==> config.mk <==
export PLATFORM = sky130hd
export DESIGN_NAME = cva6_ras_ckpt_flat
export DESIGN_NICKNAME = d
export VERILOG_FILES = /design/src/rtl/cva6_ras_ckpt_pkg.sv /design/src/rtl/cva6_ras_ckpt_if.sv /design/src/rtl/cva6_ras_ckpt_lzc.sv /design/src/rtl/cva6_ras_ckpt.sv /design/src/flat_wrapper.sv
export SDC_FILE = /design/constraint.sdc
export NUM_CORES = 1
export LEC_CHECK = 0
export BUFFER_PORTS_ARGS = -buffer_cell sky130_fd_sc_hd__buf_4
export CORE_MARGIN = 3
export CORE_UTILIZATION = 53
export DETAILED_ROUTE_END_ITERATION = 7
export PLACE_DENSITY = 0.79
export SLEW_MARGIN = 20
export SYNTH_ARGS = -nofsm -noshare
export SYNTH_HDL_FRONTEND = slang
export SYNTH_SLANG_ARGS = --single-unit
==> constraint.sdc <==
create_clock -name clk_i -period 10.2 [get_ports clk_i]
set_clock_uncertainty 0.05 [all_clocks]
set_input_delay 2.55 -clock clk_i [delete_from_list [all_inputs] [get_ports clk_i]]
set_output_delay 2.55 -clock clk_i [all_outputs]
set_load 0.01 [all_outputs]
==> src/rtl/cva6_ras_ckpt_pkg.sv <==
// Shared types and default sizing for the return-address stack with checkpoints.
package cva6_ras_ckpt_pkg;

  localparam int unsigned RAS_DEPTH  = 2;
  localparam int unsigned RAS_VLEN   = 64;
  localparam int unsigned RAS_CKPT_N = 4;

  typedef struct packed {
    logic                valid;
    logic [RAS_VLEN-1:0] ra;
  } ras_t;

  typedef struct packed {
    logic [$clog2(RAS_DEPTH)-1:0]   tos;
    logic [$clog2(RAS_DEPTH+1)-1:0] cnt;
    logic [RAS_VLEN-1:0]            top;
  } ras_ckpt_t;

endpackage

==> src/rtl/cva6_ras_ckpt_if.sv <==
// Frontend-facing port bundle of the RAS: stack ops, top readout and checkpoint control.
// There is no stall handshake: every request is taken in the cycle it is presented.
interface cva6_ras_ckpt_if #(
  parameter int unsigned VLEN   = 64,
  parameter int unsigned CKPT_N = 4
);
  localparam int unsigned IW = (CKPT_N > 1) ? $clog2(CKPT_N) : 1;

  logic            flush_i;
  logic            push_i;
  logic            pop_i;
  logic [VLEN-1:0] data_i;
  logic [VLEN:0]   data_o;
  logic            ckpt_alloc_i;
  logic [IW-1:0]   ckpt_id_o;
  logic            ckpt_full_o;
  logic            restore_i;
  logic [IW-1:0]   restore_id_i;
  logic            release_i;
  logic [IW-1:0]   release_id_i;

  modport master (
    output flush_i, push_i, pop_i, data_i, ckpt_alloc_i,
           restore_i, restore_id_i, release_i, release_id_i,
    input  data_o, ckpt_id_o, ckpt_full_o
  );

  modport slave (
    input  flush_i, push_i, pop_i, data_i, ckpt_alloc_i,
           restore_i, restore_id_i, release_i, release_id_i,
    output data_o, ckpt_id_o, ckpt_full_o
  );
endinterface

==> src/rtl/cva6_ras_ckpt_lzc.sv <==
// Lowest-set-bit finder: cnt is the index of the lowest set bit of in, empty when none is set.
module cva6_ras_ckpt_lzc #(
  parameter int unsigned WIDTH = 4,
  localparam int unsigned IW = (WIDTH > 1) ? $clog2(WIDTH) : 1
) (
  input  logic [WIDTH-1:0] in,
  output logic [IW-1:0]    cnt,
  output logic             empty
);

  // Scan downwards so the lowest set bit is the last one to win.
  always_comb begin
    cnt   = '0;
    empty = 1'b1;
    for (int i = WIDTH - 1; i >= 0; i--) begin
      if (in[i]) begin
        cnt   = IW'(i);
        empty = 1'b0;
      end
    end
  end

endmodule

==> src/rtl/cva6_ras_ckpt.sv <==
// Return-address stack with one-cycle mispredict repair from checkpoints.
// Checkpoint slots exist only when RAS_CKPT_EN is defined; otherwise it is a plain RAS.
module cva6_ras_ckpt
  import cva6_ras_ckpt_pkg::*;
#(
  parameter int unsigned DEPTH  = RAS_DEPTH,
  parameter int unsigned VLEN   = RAS_VLEN,
  parameter int unsigned CKPT_N = RAS_CKPT_N
) (
  input  logic            clk_i,
  input  logic            rst_ni,
  cva6_ras_ckpt_if.slave  ras
);

  localparam int unsigned PW = $clog2(DEPTH);
  localparam int unsigned CW = $clog2(DEPTH + 1);
  localparam int unsigned IW = (CKPT_N > 1) ? $clog2(CKPT_N) : 1;

  logic [VLEN-1:0]   entry_q [DEPTH];
  logic [PW-1:0]     tos_q, tos_d;
  logic [CW-1:0]     cnt_q, cnt_d;
  logic              wr_en;
  logic [VLEN-1:0]   wr_data;
  logic [CKPT_N-1:0] busy_q;
  logic              restore_hit;
  logic [PW-1:0]     rs_tos;
  logic [CW-1:0]     rs_cnt;
  logic [VLEN-1:0]   rs_top;
  logic [IW-1:0]     free_id;
  logic              none_free;

  assign ras.data_o      = {cnt_q != '0, entry_q[tos_q]};
  assign ras.ckpt_id_o   = free_id;
  assign ras.ckpt_full_o = none_free;

  // Every write lands on the next top-of-stack, so the write index is tos_d.
  always_comb begin
    tos_d   = tos_q;
    cnt_d   = cnt_q;
    wr_en   = 1'b0;
    wr_data = ras.data_i;
    if (ras.flush_i) begin
      tos_d = '0;
      cnt_d = '0;
    end else if (restore_hit) begin
      tos_d   = rs_tos;
      cnt_d   = rs_cnt;
      wr_en   = 1'b1;
      wr_data = rs_top;
    end else if (ras.push_i && ras.pop_i) begin
      wr_en = 1'b1;
      if (cnt_q == '0) cnt_d = CW'(1);
    end else if (ras.push_i) begin
      tos_d = tos_q + PW'(1);
      wr_en = 1'b1;
      if (cnt_q != CW'(DEPTH)) cnt_d = cnt_q + CW'(1);
    end else if (ras.pop_i && cnt_q != '0) begin
      tos_d = tos_q - PW'(1);
      cnt_d = cnt_q - CW'(1);
    end
  end

  always_ff @(posedge clk_i) begin
    if (!rst_ni) begin
      tos_q <= '0;
      cnt_q <= '0;
      for (int i = 0; i < DEPTH; i++) entry_q[i] <= '0;
    end else begin
      tos_q <= tos_d;
      cnt_q <= cnt_d;
      if (wr_en) entry_q[tos_d] <= wr_data;
    end
  end

`ifdef RAS_CKPT_EN
  typedef struct packed {
    logic [PW-1:0]   tos;
    logic [CW-1:0]   cnt;
    logic [VLEN-1:0] top;
  } slot_t;

  slot_t             slot_q [CKPT_N];
  logic [CKPT_N-1:0] busy_d;
  logic              alloc_take;
  logic [VLEN-1:0]   top_d;

  assign restore_hit = ras.restore_i && busy_q[ras.restore_id_i];
  assign rs_tos      = slot_q[ras.restore_id_i].tos;
  assign rs_cnt      = slot_q[ras.restore_id_i].cnt;
  assign rs_top      = slot_q[ras.restore_id_i].top;
  assign alloc_take  = ras.ckpt_alloc_i && !none_free && !ras.flush_i;
  assign top_d       = wr_en ? wr_data : entry_q[tos_d];

  // free_id comes from the pre-update busy vector, so a slot freed this cycle is not reused yet.
  always_comb begin
    busy_d = busy_q;
    if (ras.flush_i) begin
      busy_d = '0;
    end else begin
      if (restore_hit)   busy_d[ras.restore_id_i] = 1'b0;
      if (ras.release_i) busy_d[ras.release_id_i] = 1'b0;
      if (alloc_take)    busy_d[free_id]          = 1'b1;
    end
  end

  always_ff @(posedge clk_i) begin
    if (!rst_ni) begin
      busy_q <= '0;
      for (int i = 0; i < CKPT_N; i++) slot_q[i] <= '0;
    end else begin
      busy_q <= busy_d;
      if (alloc_take) slot_q[free_id] <= '{tos: tos_d, cnt: cnt_d, top: top_d};
    end
  end
`else
  logic ckpt_unused;

  // All slots permanently busy: the finder then reports full with id 0.
  assign busy_q      = '1;
  assign restore_hit = 1'b0;
  assign rs_tos      = '0;
  assign rs_cnt      = '0;
  assign rs_top      = '0;
  assign ckpt_unused = ^{ras.ckpt_alloc_i, ras.restore_i, ras.restore_id_i,
                         ras.release_i, ras.release_id_i};
`endif

  cva6_ras_ckpt_lzc #(.WIDTH(CKPT_N)) i_lzc (
    .in    (~busy_q),
    .cnt   (free_id),
    .empty (none_free)
  );

endmodule

==> src/flat_wrapper.sv <==
// flat-port wrapper written by rule: the top's interface ports become plain ports
module cva6_ras_ckpt_flat import cva6_ras_ckpt_pkg::*;
#(
  parameter int unsigned DEPTH  = RAS_DEPTH,
  parameter int unsigned VLEN   = RAS_VLEN,
  parameter int unsigned CKPT_N = RAS_CKPT_N
)
  (clk_i, rst_ni, ras_flush_i, ras_push_i, ras_pop_i, ras_data_i, ras_ckpt_alloc_i, ras_restore_i, ras_restore_id_i, ras_release_i, ras_release_id_i, ras_data_o, ras_ckpt_id_o, ras_ckpt_full_o);
  cva6_ras_ckpt_if #(.VLEN(VLEN), .CKPT_N(CKPT_N)) ras_i ();
  input  logic clk_i;
  input  logic rst_ni;
  input wire logic [$bits(ras_i.flush_i)-1:0] ras_flush_i;
  input wire logic [$bits(ras_i.push_i)-1:0] ras_push_i;
  input wire logic [$bits(ras_i.pop_i)-1:0] ras_pop_i;
  input wire logic [$bits(ras_i.data_i)-1:0] ras_data_i;
  input wire logic [$bits(ras_i.ckpt_alloc_i)-1:0] ras_ckpt_alloc_i;
  input wire logic [$bits(ras_i.restore_i)-1:0] ras_restore_i;
  input wire logic [$bits(ras_i.restore_id_i)-1:0] ras_restore_id_i;
  input wire logic [$bits(ras_i.release_i)-1:0] ras_release_i;
  input wire logic [$bits(ras_i.release_id_i)-1:0] ras_release_id_i;
  output wire logic [$bits(ras_i.data_o)-1:0] ras_data_o;
  output wire logic [$bits(ras_i.ckpt_id_o)-1:0] ras_ckpt_id_o;
  output wire logic [$bits(ras_i.ckpt_full_o)-1:0] ras_ckpt_full_o;
  assign ras_i.flush_i = ras_flush_i;
  assign ras_i.push_i = ras_push_i;
  assign ras_i.pop_i = ras_pop_i;
  assign ras_i.data_i = ras_data_i;
  assign ras_i.ckpt_alloc_i = ras_ckpt_alloc_i;
  assign ras_i.restore_i = ras_restore_i;
  assign ras_i.restore_id_i = ras_restore_id_i;
  assign ras_i.release_i = ras_release_i;
  assign ras_i.release_id_i = ras_release_id_i;
  assign ras_data_o = ras_i.data_o;
  assign ras_ckpt_id_o = ras_i.ckpt_id_o;
  assign ras_ckpt_full_o = ras_i.ckpt_full_o;
  cva6_ras_ckpt #(.DEPTH(DEPTH), .VLEN(VLEN), .CKPT_N(CKPT_N)) u_core (.clk_i(clk_i), .rst_ni(rst_ni), .ras(ras_i));
endmodule
==> run summary, run 1 <==
TIMING
---------------------------------------------------------------------------------
Tightest slew margin relative to the limit .........................        47.2%
Final setup TNS ....................................................         0 ns
RSZ-0062 raised after global routing ...............................        false
Max Clk Rate .......................................................    0.199 GHz
Endpoints failing hold .............................................            0
Period Utilization, post-route .....................................        49.4%
Period minus WS final ..............................................      5.04 ns
Worst Tran Pin Value ...............................................     0.792 ns
Number of slew-limit violations in the final report ................            0
Number of endpoints failing setup at the final stage ...............            0

CTS
---------------------------------------------------------------------------------
Clock insertion delay at the later pin of the skew report ..........      0.50 ns
Count of buffers added by post-CTS timing repair for setup .........            0
Register clock-pin slew on the reported worst setup and hold paths .      0.06 ns
H-tree levels ......................................................            4
Number of sinks handled by clock tree synthesis ....................          132
Root Driver ........................................................ sky130_fd_sc_hd__clkbuf_8
Number of hold-repair buffers added at the cts stage ...............            0
Post-cts resize count ..............................................            0
Number of CTS-inserted buffers .....................................           17
Clock tree from TritonCTS ..........................................        built
Bufs on Longest Clock Path .........................................            2

CRITICAL PATH
---------------------------------------------------------------------------------
CP Cell Sequence ................................................... buf_4 > mux2_2 > buf_4
Critical Path Sink Type ............................................  output port
Kind of critical path ..............................................      reg2out
Worst-path cell with the longest stage delay ....................... sky130_fd_sc_hd__dfxtp_2
Maximum cell stage delay along the critical path ...................      0.79 ns
Endpoint required time on the critical path ........................      7.60 ns
Critical path fanouts, max .........................................           37
Startpoint types ...................................................     register
Data arrival time of the critical path .............................      2.44 ns
Most frequent CP cell .............................................. sky130_fd_sc_hd__buf_4

GRT
---------------------------------------------------------------------------------
Most used routing layer ............................................         met2
Met2 demand-to-capacity share in global routing ....................        34.8%
Maximum number of pins on one net before global-route repair .......           57
Number of antenna violations at the first check in global routing ..            0
First-pass GRT wire length .........................................     18500 µm
All-Layer GR Usage .................................................        19.4%
Met3 Resource Use GR ...............................................        4.26%
Grt met1 use .......................................................        22.3%
Number of global-route vias before repair ..........................         3592
Remaining Overflow, GRT ............................................            0

LOGIC SYNTHESIS
---------------------------------------------------------------------------------
Count of yosys warnings during synthesis ...........................            0
Post-Syn Area ......................................................     5810 µm²
Number of synthesized flops with an enable pin .....................          128
Most common flop cell mapped by yosys .............................. sky130_fd_sc_hd__edfxtp_1
Yosys reg bits .....................................................          132
Number of instances in the synthesized netlist .....................          373
Async S/R FF share, synth ..........................................           0%
Sequential share of the synthesized area ...........................        67.5%
Synthesized area per cell ..........................................     15.6 µm²
Cell taking the most area after synthesis .......................... sky130_fd_sc_hd__edfxtp_1
Most frequent cells after synthesis ................................ sky130_fd_sc_hd__edfxtp_1 (128), sky130_fd_sc_hd__and2_1 (115), sky130_fd_sc_hd__mux2_2 (64), sky130_fd_sc_hd__and2_2 (13), sky130_fd_sc_hd__buf_2 (7)
Count of unique library cells instantiated by Yosys ................           28
Cell with the most instances after synthesis ....................... sky130_fd_sc_hd__edfxtp_1
Largest cells by area after synthesis .............................. sky130_fd_sc_hd__edfxtp_1 (66%), sky130_fd_sc_hd__mux2_2 (12%), sky130_fd_sc_hd__and2_1 (12%)
Area share of the largest cell type after synthesis ................        66.1%

POWER
---------------------------------------------------------------------------------
Clock network fraction of total power ..............................        45.1%
Combinational power share ..........................................         8.9%
Net switching component of the power ...............................       276 µW
Cell area power density ............................................   184 nW/µm²
Max VDD drop .......................................................       101 µV
Part of the total power dissipated in sequential elements ..........        46.0%
Internal Pwr Total .................................................      1110 µW
Switching power as a share of total power ..........................        19.9%
Leakage power summed over all cells ................................   0.00312 µW

DIE
---------------------------------------------------------------------------------
Ports placed on the boundary .......................................          144
Rows ...............................................................           37
Core Region ........................................................    10500 µm²
Die height .........................................................       111 µm
Die area ...........................................................    12300 µm²
Die outline width ..................................................       111 µm
Initial core utilization ...........................................        55.3%

CELLS AND AREA
---------------------------------------------------------------------------------
Area of all placed cells without fillers ...........................     7540 µm²
Count of fill cells added during filler insertion ..................          694
Share of cells above drive strength 1 ..............................        47.7%
Total area of sequential cells .....................................     3930 µm²
Nets ...............................................................          585
Area of the multi-input gates ......................................     1760 µm²
Antenna diode count ................................................            0
Area added between synthesis and finish ............................        29.8%

RUN STATUS
---------------------------------------------------------------------------------
Result of the run ..................................................    completed

ROUTING
---------------------------------------------------------------------------------
Remaining antenna violation count ..................................            0
First-pass iteration count of the detailed router ..................            4
Routed via count ...................................................         3370
Number of DRC markers after the initial detailed-route iteration ...          174
Post-detailed-route DRC marker count ...............................            0
Post-detailed-route via-to-cell ratio ..............................         5.12
Mean routed wirelength per cell ....................................      17.3 µm
Routed wire length .................................................     11400 µm

RUN
---------------------------------------------------------------------------------
Number of max-cap violations .......................................            0

HOLD PATH
---------------------------------------------------------------------------------
Class of the most critical hold timing path ........................      reg2reg

PLACED DESIGN
---------------------------------------------------------------------------------
HPWL after detailed placement ......................................      7280 µm
I/O Buffers ........................................................          133
Total placed instance area .........................................     6930 µm²
Final weighted congestion in routability-driven placement ..........        0.725

-- cell families after synthesis --
| kind of cell | count (synthesis) | synth area share, % |
|---|---|---|
| muxes | 67 | 12.9 |
| and+or+nand+nor | 142 | 15.9 |
| buffers and inverters | 22 | 2.67 |
| other | 2 | 0.129 |
| xor gates and xnor gates | 2 | 0.302 |
| DFF | 132 | 67.5 |
| AOI/OAI and AO/OA | 6 | 0.560 |
-- power groups by stage --
stage | Combinational, µW | Clock [µW] | Sequential (µW)
after CTS | 126 | 634 | 638
final | 123 | 625 | 638
after global placement | 121 | 0 | 646
after detailed placement | 125 | 0 | 649
after floorplan | 61.2 | 0 | 649
after global routing | 134 | 662 | 641
-- flip-flops by register name (all words and copies together), names as in the netlist, named ones only --
signal,count
u_core.tos_q,1
u_core.cnt_q,2
u_core.entry_q,128
-- layout make-up --
| type | instances | share of cell area, % |
|---|---|---|
| sequential | 132 | 52.0 |
| multi-input combinational | 220 | 23.4 |
| timing repair buffer | 138 | 14.3 |
| clock buffer | 19 | 5.59 |
| clock inverter | 13 | 2.49 |
| tap | 136 | 2.26 |
-- worst max-delay path: cells and delay by family, from the launching register on --
family,cells,cell delay (ns)
muxes,1,0.41
buffers and inverters,2,0.72
DFF,1,0.79
-- metrics by stage --
step / total power, µW / hold slack, ns / setup slack [ns] / utilization, % / std cells
3_3_place_gp: 767 / 0.484 / 5.65 / 65.5 / 624
2_1_floorplan: 710 / 0.470 / 2.33 / - / 374
3_5_place_dp: 774 / 0.536 / 5.64 / 66.0 / 626
5_1_grt: 1440 / 0.582 / 5.02 / 71.8 / 658
4_1_cts: 1400 / 0.544 / 5.11 / 71.8 / 658
6_report: 1390 / 0.536 / 5.16 / 71.8 / 658
-- cell usage in the layout (no fill, tap or decap), types with 4 or more instances in the layout --
cell type,netlist,layout
sky130_fd_sc_hd__and2_1,115,115
sky130_fd_sc_hd__and2_2,13,13
sky130_fd_sc_hd__buf_4,3,136
sky130_fd_sc_hd__bufinv_16,0,5
sky130_fd_sc_hd__clkbuf_16,0,16
sky130_fd_sc_hd__clkinv_1,0,4
sky130_fd_sc_hd__edfxtp_1,128,128
sky130_fd_sc_hd__mux2_2,64,64
-- final timing paths --
path | start | slack (ns) | cells after the start | to
worst max-delay path | register | 5.16 | 3 | ras_data_o[17]
worst min-delay path | u_core.tos_q | 0.54 | 2 | register
worst max register to register | u_core.tos_q | 8.05 | 3 | u_core.entry_q[1][37]
worst min register to register | u_core.tos_q | 0.54 | 2 | register
-- per-layer routing --
metal | wire [µm] | share of wire [%]
met5 | 0 | 0
met4 | 237 | 2.1
met3 | 433 | 3.8
met2 | 6330 | 55
met1 | 4410 | 39
(Power assumes the default switching activity.)
==> inputs of run 2 (changes only) <==
ABC_AREA = 1   (was default)
CORE_UTILIZATION = 54   (was 53)
PLACE_DENSITY = 0.8   (was 0.79)
clock period = 5 ns   (was 10.2 ns; I/O delays follow)
==> run 2 against run 1 <==
  * Sequential share of layout area shrank 2.5 points
  * Core utilization is 0.56 points lower
  * Combinational power is 140% higher
  * Critical path type unchanged
  * Largest cell class unchanged
  * Highest routed layer unchanged
==> run summary, run 2 <==
PLACED DESIGN
---------------------------------------------------------------------------------
Final weighted congestion in routability-driven placement ..........        0.729   +0.57%
HPWL after detailed placement ......................................      7630 µm   +4.9%
I/O Buffers ........................................................          133   unchanged
Total placed instance area .........................................     7330 µm²   +5.7%

DIE
---------------------------------------------------------------------------------
Die outline width ..................................................       114 µm   +3.1%
Die height .........................................................       114 µm   +3.1%
Core Region ........................................................    11100 µm²   +5.9%
Initial core utilization ...........................................        56.7%   +1.4 points
Die area ...........................................................    13000 µm²   +6.2%
Ports placed on the boundary .......................................          144   unchanged
Rows ...............................................................           38   +2.7%

CTS
---------------------------------------------------------------------------------
H-tree levels ......................................................            4   unchanged
Bufs on Longest Clock Path .........................................            2   unchanged
Number of sinks handled by clock tree synthesis ....................          132   unchanged
Post-cts resize count ..............................................            0   unchanged
Clock tree from TritonCTS ..........................................        built
Count of buffers added by post-CTS timing repair for setup .........            0   unchanged
Clock insertion delay at the later pin of the skew report ..........      0.40 ns   -0.10 ns
Number of CTS-inserted buffers .....................................           17   unchanged
Root Driver ........................................................ sky130_fd_sc_hd__clkbuf_16
Register clock-pin slew on the reported worst setup and hold paths .      0.06 ns   about the same
Number of hold-repair buffers added at the cts stage ...............            0   unchanged

CRITICAL PATH
---------------------------------------------------------------------------------
Cell family with the largest share of critical-path delay ..........   flip-flops
Kind of critical path ..............................................      reg2out
Startpoint types ...................................................     register
Endpoint required time on the critical path ........................      3.70 ns   -3.90 ns
CP Cell Sequence ................................................... buf_4 > mux2_2 > buf_4
Worst-path cell with the longest stage delay ....................... sky130_fd_sc_hd__dfxtp_2
Most frequent CP cell .............................................. sky130_fd_sc_hd__buf_4
Buffers & Inverters on Critical Path ...............................            2   unchanged
Critical Path Sink Type ............................................  output port
Data arrival time of the critical path .............................      2.24 ns   -0.20 ns
Critical path fanouts, max .........................................           32   -14%
Maximum cell stage delay along the critical path ...................      0.88 ns   +0.09 ns

GRT
---------------------------------------------------------------------------------
All-Layer GR Usage .................................................        19.2%   -0.18 points
Remaining Overflow, GRT ............................................            0   unchanged
Number of global-route vias before repair ..........................         4072   +13%
Number of antenna violations at the first check in global routing ..            0   unchanged
Maximum number of pins on one net before global-route repair .......           65   +14%
First-pass GRT wire length .........................................     19100 µm   +3.5%

POWER
---------------------------------------------------------------------------------
Sum of internal, switching and leakage power .......................      2810 µW   +100%
Clock network fraction of total power ..............................        43.7%   -1.4 points
Net switching component of the power ...............................       620 µW   +120%
Part of the total power dissipated in sequential elements ..........        45.9%   about the same
Switching power as a share of total power ..........................        22.0%   +2.1 points
Cell area power density ............................................   355 nW/µm²   +93%
Leakage power summed over all cells ................................   0.00334 µW   +7.3%
Combinational power share ..........................................        10.5%   +1.6 points
Max VDD drop .......................................................       169 µV   +66%
Internal Pwr Total .................................................      2190 µW   +98%

TIMING
---------------------------------------------------------------------------------
Worst Hold Slack ...................................................     0.512 ns   -0.0238 ns
Tightest slew margin relative to the limit .........................        43.8%   -3.4 points
Number of slew-limit violations in the final report ................            0   unchanged
Period minus WS final ..............................................      3.54 ns
Number of endpoints failing setup at the final stage ...............            0   unchanged
RSZ-0062 raised after global routing ...............................        false
Endpoints failing hold .............................................            0   unchanged
Final setup TNS ....................................................         0 ns   unchanged
Period Utilization, post-route .....................................        70.9%
Max Clk Rate .......................................................    0.282 GHz
Worst Tran Pin Value ...............................................     0.843 ns   +0.0514 ns

CELLS AND AREA
---------------------------------------------------------------------------------
Share of cells above drive strength 1 ..............................        58.0%   +10 points
Area of the multi-input gates ......................................     1880 µm²   +6.4%
Number of flip-flops under the largest register name ...............          128   unchanged
Count of fill cells added during filler insertion ..................          752   +8.4%
Total area of sequential cells .....................................     3930 µm²   unchanged
Fraction of the core area covered by cells at the end of the flow ..        71.2%   -0.56 points
Antenna diode count ................................................            0   unchanged
Top flop regs ...................................................... u_core.entry_q x128, u_core.cnt_q x2, u_core.tos_q x1
Area of all placed cells without fillers ...........................     7920 µm²   +5.0%
Area added between synthesis and finish ............................        25.6%
Nets ...............................................................          661   +13%
Largest register by flop count ..................................... u_core.entry_q
Highest-count cells in the layout ignoring fill and taps ........... sky130_fd_sc_hd__buf_4 (138), sky130_fd_sc_hd__edfxtp_1 (128), sky130_fd_sc_hd__inv_1 (69)
Commonest non-fill, non-tap cell in the layout ..................... sky130_fd_sc_hd__buf_4

ROUTING
---------------------------------------------------------------------------------
First-pass iteration count of the detailed router ..................            4   unchanged
Uppermost layer routed .............................................         met4
Routed length on met1 ..............................................      4500 µm   +2.1%
Remaining antenna violation count ..................................            0   unchanged
Post-detailed-route via-to-cell ratio ..............................         4.95   -3.4%
Met2 wire length ...................................................      6410 µm   +1.3%
Routed wire length .................................................     11900 µm   +4.6%
Number of DRC markers after the initial detailed-route iteration ...          216   +24%
Post-detailed-route DRC marker count ...............................            0   unchanged
Mean routed wirelength per cell ....................................      16.2 µm   -6.7%
Routed via count ...................................................         3653   +8.4%
Met3 WL post-DR ....................................................       893 µm   +110%

LOGIC SYNTHESIS
---------------------------------------------------------------------------------
Synthesized area per cell ..........................................     14.1 µm²   -9.6%
Count of unique library cells instantiated by Yosys ................           24   -14%
Area share of the largest cell type after synthesis ................        60.9%   -5.2 points
Sequential share of the synthesized area ...........................        62.2%   -5.3 points
Most common flop cell mapped by yosys .............................. sky130_fd_sc_hd__edfxtp_1
Most frequent cells after synthesis ................................ sky130_fd_sc_hd__edfxtp_1 (128), sky130_fd_sc_hd__inv_1 (69), sky130_fd_sc_hd__mux2_2 (64), sky130_fd_sc_hd__nor2_2 (50), sky130_fd_sc_hd__nor2_4 (50)
Largest cells by area after synthesis .............................. sky130_fd_sc_hd__edfxtp_1 (61%), sky130_fd_sc_hd__mux2_2 (11%), sky130_fd_sc_hd__nor2_4 (8.9%)
Number of instances in the synthesized netlist .....................          448   +20%
Cell with the most instances after synthesis ....................... sky130_fd_sc_hd__edfxtp_1
Async S/R FF share, synth ..........................................           0%   unchanged
Yosys reg bits .....................................................          132   unchanged
Post-Syn Area ......................................................     6310 µm²   +8.6%
Number of synthesized flops with an enable pin .....................          128   unchanged
Cell taking the most area after synthesis .......................... sky130_fd_sc_hd__edfxtp_1
Count of yosys warnings during synthesis ...........................            0   unchanged

HOLD PATH
---------------------------------------------------------------------------------
Class of the most critical hold timing path ........................      reg2reg

RUN STATUS
---------------------------------------------------------------------------------
Result of the run ..................................................    completed

RUN
---------------------------------------------------------------------------------
Number of max-cap violations .......................................            0   unchanged

-- run 2: cell count changes after synthesis, sizes merged, moves of 2 or more --
| cell | previous run | this run |
|---|---|---|
| o21ai | 3 | 0 |
| nand3b | 2 | 0 |
| nor2b | 2 | 0 |
| and2 | 128 | 0 |
| nand3 | 0 | 4 |
| mux2i | 3 | 0 |
| nand2 | 1 | 11 |
| clkbuf | 6 | 0 |
| a21oi | 2 | 0 |
| inv | 0 | 72 |
| nor2 | 2 | 135 |
| buf | 16 | 24 |
-- run 2: layout make-up --
type | instances | area share [%]
Sequential cell | 132 | 49.5
Timing Repair Buffer | 141 | 13.7
Multi-Input combinational cell | 221 | 23.7
Tap cell | 140 | 2.21
Clock buffer | 18 | 5.42
Inverter | 72 | 3.41
Clock inverter | 14 | 2.04
-- run 2: power by group through the flow --
stage	sequential [µW]	clock (µW)	combinational, µW
floorplan	1310	0	170
global placement	1310	0	292
detailed placement	1310	0	296
CTS	1290	1250	299
global route	1300	1300	318
finish	1290	1230	294
-- run 2: worst register-to-register path, cell delays in order (launching register included) --
cell                      delay, ns
sky130_fd_sc_hd__dfxtp_1       0.40
sky130_fd_sc_hd__inv_2         0.08
sky130_fd_sc_hd__nand2_4       0.09
sky130_fd_sc_hd__nand2_4       0.06
sky130_fd_sc_hd__nand3_2       0.09
sky130_fd_sc_hd__nand4_1       0.15
sky130_fd_sc_hd__nand2_2       0.65
sky130_fd_sc_hd__buf_12        0.32
-- run 2: cell families (layout without fill, tap and decap cells) --
group                  after synthesis  in the layout  share of synthesized area [%]
buffers and inverters               96            245                           8.23
multiplexers                        64             64                           11.4
flip-flops                         132            132                           62.2
AND/OR/NAND/NOR                    153            153                           17.9
other                                2              3                          0.119
AO/OA/AOI/OAI                        1              1                          0.119
-- run 2: routing by layer --
metal | vias up | GRT usage (%)
met2 | 137 | 34.7
met3 | 14 | 7.29
met4 | 0 | 5.86
li1 | 1740 | -
met1 | 1762 | 20.9
met5 | - | 0
-- run 2: worst paths after layout --
kind	from	end	slack, ns	depth (start not counted)
max	register	ras_data_o[55]	1.46	3
min	u_core.cnt_q[0]	u_core.cnt_q[1]	0.51	2
max reg2reg	u_core.cnt_q[0]	u_core.entry_q[1][13]	2.79	7
min reg2reg	u_core.cnt_q[0]	u_core.cnt_q[1]	0.51	2
-- run 2: through the flow --
stage / instances / setup slack [ns]
5_1_grt: 738 / 1.35
4_1_cts: 738 / 1.41
3_5_place_dp: 706 / 1.67
2_1_floorplan: 449 / 1.09
3_3_place_gp: 706 / 1.72
6_report: 738 / 1.46
==> inputs of run 3 (changes only) <==
ABC_AREA = 0   (was 1)
CORE_UTILIZATION = 48   (was 54)
PLACE_DENSITY = 0.76   (was 0.8)
clock period = 3.1 ns   (was 5 ns; I/O delays follow)
==> run 3 against run 2 <==
  * Setup slack got worse by 0.87 ns
  * Die area rose by 3.4%
  * Sequential share of layout area rose by 3.1 points
  * Final cell count fell by 10%
  * Hold slack improved by 0.0067 ns
  * Final area fell by 5.8%
  * Total power rose by 53%
  * Global-route usage fell by 1.7 points
  * Combinational power rose by 39%
  * Clock-buffer cell count did not move
  * Via count fell by 8.8%
  * Register-to-register slack got worse by 1.6 ns
  * Largest cell class unchanged
  * Highest routed layer unchanged
==> run summary, run 3 (synthesis gave the netlist of run 1 again) <==
CRITICAL PATH
---------------------------------------------------------------------------------
Critical Path Sink Type ............................................  output port
Kind of critical path ..............................................      reg2out
Endpoint required time on the critical path ........................      2.27 ns   -1.43 ns
Startpoint types ...................................................     register
Data arrival time of the critical path .............................      1.69 ns   -0.55 ns
Critical path fanouts, max .........................................           34   +6.3%

TIMING
---------------------------------------------------------------------------------
Final setup TNS ....................................................         0 ns   unchanged
Max Clk Rate .......................................................    0.398 GHz
Period Utilization, post-route .....................................        81.0%
Period minus WS final ..............................................      2.51 ns
Tightest slew margin relative to the limit .........................        56.4%   +13 points
Number of slew-limit violations in the final report ................            0   unchanged
Endpoints failing hold .............................................            0   unchanged
RSZ-0062 raised after global routing ...............................        false
Worst Tran Pin Value ...............................................     0.652 ns   -0.190 ns
Number of endpoints failing setup at the final stage ...............            0   unchanged
Minimum setup slack in the final design ............................     0.590 ns   -0.867 ns

ROUTING
---------------------------------------------------------------------------------
Remaining antenna violation count ..................................            0   unchanged
Mean routed wirelength per cell ....................................      17.0 µm   +4.9%
Post-detailed-route via-to-cell ratio ..............................         5.02   +1.4%
Routed wire length .................................................     11300 µm   -5.6%
Routed via count ...................................................         3333   -8.8%
First-pass iteration count of the detailed router ..................            4   unchanged
Number of DRC markers after the initial detailed-route iteration ...          184   -15%
Post-detailed-route DRC marker count ...............................            0   unchanged

RUN STATUS
---------------------------------------------------------------------------------
Result of the run ..................................................    completed

CTS
---------------------------------------------------------------------------------
H-tree levels ......................................................            4   unchanged
Clock insertion delay at the later pin of the skew report ..........      0.40 ns   about the same
Number of sinks handled by clock tree synthesis ....................          132   unchanged
Post-cts resize count ..............................................            0   unchanged
Register clock-pin slew on the reported worst setup and hold paths .      0.05 ns   about the same
Bufs on Longest Clock Path .........................................            2   unchanged
Clock tree from TritonCTS ..........................................        built
Number of hold-repair buffers added at the cts stage ...............            0   unchanged
Number of CTS-inserted buffers .....................................           17   unchanged
Root Driver ........................................................ sky130_fd_sc_hd__clkbuf_16
Count of buffers added by post-CTS timing repair for setup .........            0   unchanged

DIE
---------------------------------------------------------------------------------
Ports placed on the boundary .......................................          144   unchanged
Core Region ........................................................    11600 µm²   +4.4%
Initial core utilization ...........................................        50.0%   -6.7 points
Die height .........................................................       116 µm   +1.7%
Die outline width ..................................................       116 µm   +1.7%
Die area ...........................................................    13500 µm²   +3.4%
Rows ...............................................................           39   +2.6%

GRT
---------------------------------------------------------------------------------
All-Layer GR Usage .................................................        17.5%   -1.7 points
Remaining Overflow, GRT ............................................            0   unchanged
First-pass GRT wire length .........................................     17700 µm   -7.5%
Number of global-route vias before repair ..........................         3587   -12%
Maximum number of pins on one net before global-route repair .......           35   -46%
Number of antenna violations at the first check in global routing ..            0   unchanged

CELLS AND AREA
---------------------------------------------------------------------------------
Area of the multi-input gates ......................................     1760 µm²   -6.0%
Share of cells above drive strength 1 ..............................        47.6%   -10 points
Commonest non-fill, non-tap cell in the layout ..................... sky130_fd_sc_hd__buf_4
Count of fill cells added during filler insertion ..................          879   +17%
Total area of sequential cells .....................................     3930 µm²   unchanged
Number of flip-flops under the largest register name ...............          128   unchanged
Nets ...............................................................          588   -11%
Largest register by flop count ..................................... u_core.entry_q
Filler-free cell count of the finished design ......................          664   -10%
Highest-count cells in the layout ignoring fill and taps ........... sky130_fd_sc_hd__buf_4 (140), sky130_fd_sc_hd__edfxtp_1 (128), sky130_fd_sc_hd__and2_1 (115)
Area added between synthesis and finish ............................        28.4%
Top flop regs ...................................................... u_core.entry_q x128, u_core.cnt_q x2, u_core.tos_q x1
Antenna diode count ................................................            0   unchanged

HOLD PATH
---------------------------------------------------------------------------------
Class of the most critical hold timing path ........................      reg2reg

POWER
---------------------------------------------------------------------------------
Part of the total power dissipated in sequential elements ..........        48.7%   +2.8 points
Internal Pwr Total .................................................      3430 µW   +56%
Switching power as a share of total power ..........................        20.2%   -1.8 points
Clock network fraction of total power ..............................        41.8%   -1.9 points
Combinational power share ..........................................         9.5%   -1.0 points
Cell area power density ............................................   576 nW/µm²   +62%
Leakage power summed over all cells ................................   0.00309 µW   -7.7%
Max VDD drop .......................................................       314 µV   +86%
Net switching component of the power ...............................       869 µW   +40%

PLACED DESIGN
---------------------------------------------------------------------------------
Final weighted congestion in routability-driven placement ..........        0.771   +5.7%
Worst-case setup slack after placement .............................     0.560 ns   -1.11 ns
I/O Buffers ........................................................          133   unchanged
HPWL after detailed placement ......................................      7180 µm   -5.9%
Cell count after placement .........................................          636   -9.9%

RUN
---------------------------------------------------------------------------------
Number of max-cap violations .......................................            0   unchanged

## run 3: cell types whose count changed in the layout (fill, tap and decap cells not counted), moves of 3 or more
cell                         change
sky130_fd_sc_hd__and2_1        +115
sky130_fd_sc_hd__nand2_2         -4
sky130_fd_sc_hd__nand2_1         -3
sky130_fd_sc_hd__nor2_1         -35
sky130_fd_sc_hd__nor2_4         -48
sky130_fd_sc_hd__inv_1          -69
sky130_fd_sc_hd__clkinvlp_4      -3
sky130_fd_sc_hd__and2_2         +13
sky130_fd_sc_hd__nand2_4         -3
sky130_fd_sc_hd__nor2_2         -50
sky130_fd_sc_hd__inv_2           -3
sky130_fd_sc_hd__mux2i_1         +3
sky130_fd_sc_hd__clkinv_1        +3
## run 3: worst max-delay path, stage by stage, from the launching register on
cell,delay (ns)
sky130_fd_sc_hd__dfxtp_2,0.32
sky130_fd_sc_hd__buf_4,0.40
sky130_fd_sc_hd__mux2_2,0.40
sky130_fd_sc_hd__buf_4,0.15
## run 3: final timing paths
| path | from | end | slack [ns] | cells past startpoint |
|---|---|---|---|---|
| max | register | ras_data_o[4] | 0.59 | 3 |
| min | u_core.tos_q | register | 0.52 | 2 |
| max reg2reg | u_core.tos_q | u_core.entry_q[0][12] | 1.20 | 4 |
| min reg2reg | u_core.tos_q | register | 0.52 | 2 |
## run 3: layout make-up
class / instances / share of cell area, %
Sequential cell: 132 / 52.6
Multi-Input combinational cell: 220 / 23.6
Timing Repair Buffer: 141 / 14.4
Clock buffer: 18 / 5.75
Tap cell: 143 / 2.40
Clock inverter: 10 / 1.26
## run 3: stage by stage
step / utilization [%] / hold slack (ns) / power (µW) / cell area (µm²)
2_1_floorplan: - / 0.470 / 2320 / 5840
3_3_place_gp: 59.7 / 0.485 / 2530 / 6940
3_5_place_dp: 59.7 / 0.512 / 2540 / 6940
4_1_cts: 64.2 / 0.509 / 4340 / 7460
5_1_grt: 64.2 / 0.513 / 4450 / 7460
6_report: 64.2 / 0.519 / 4300 / 7460
## run 3: power groups by stage
stage	clock network [µW]	registers (µW)	logic (µW)
2_1_floorplan	0	2120	205
3_3_place_gp	0	2120	409
3_5_place_dp	0	2130	416
4_1_cts	1830	2090	418
5_1_grt	1910	2100	444
6_report	1790	2090	410
## run 3: routing by layer
layer | up-vias | wire, µm | global-route usage [%] | part of all wire (%)
met5 | - | 0 | 0 | 0
met4 | 0 | 172 | 7.58 | 1.5
met3 | 12 | 556 | 4.28 | 4.9
met2 | 83 | 6100 | 31.0 | 54
met1 | 1640 | 4440 | 20.3 | 39
li1 | 1598 | - | - | -
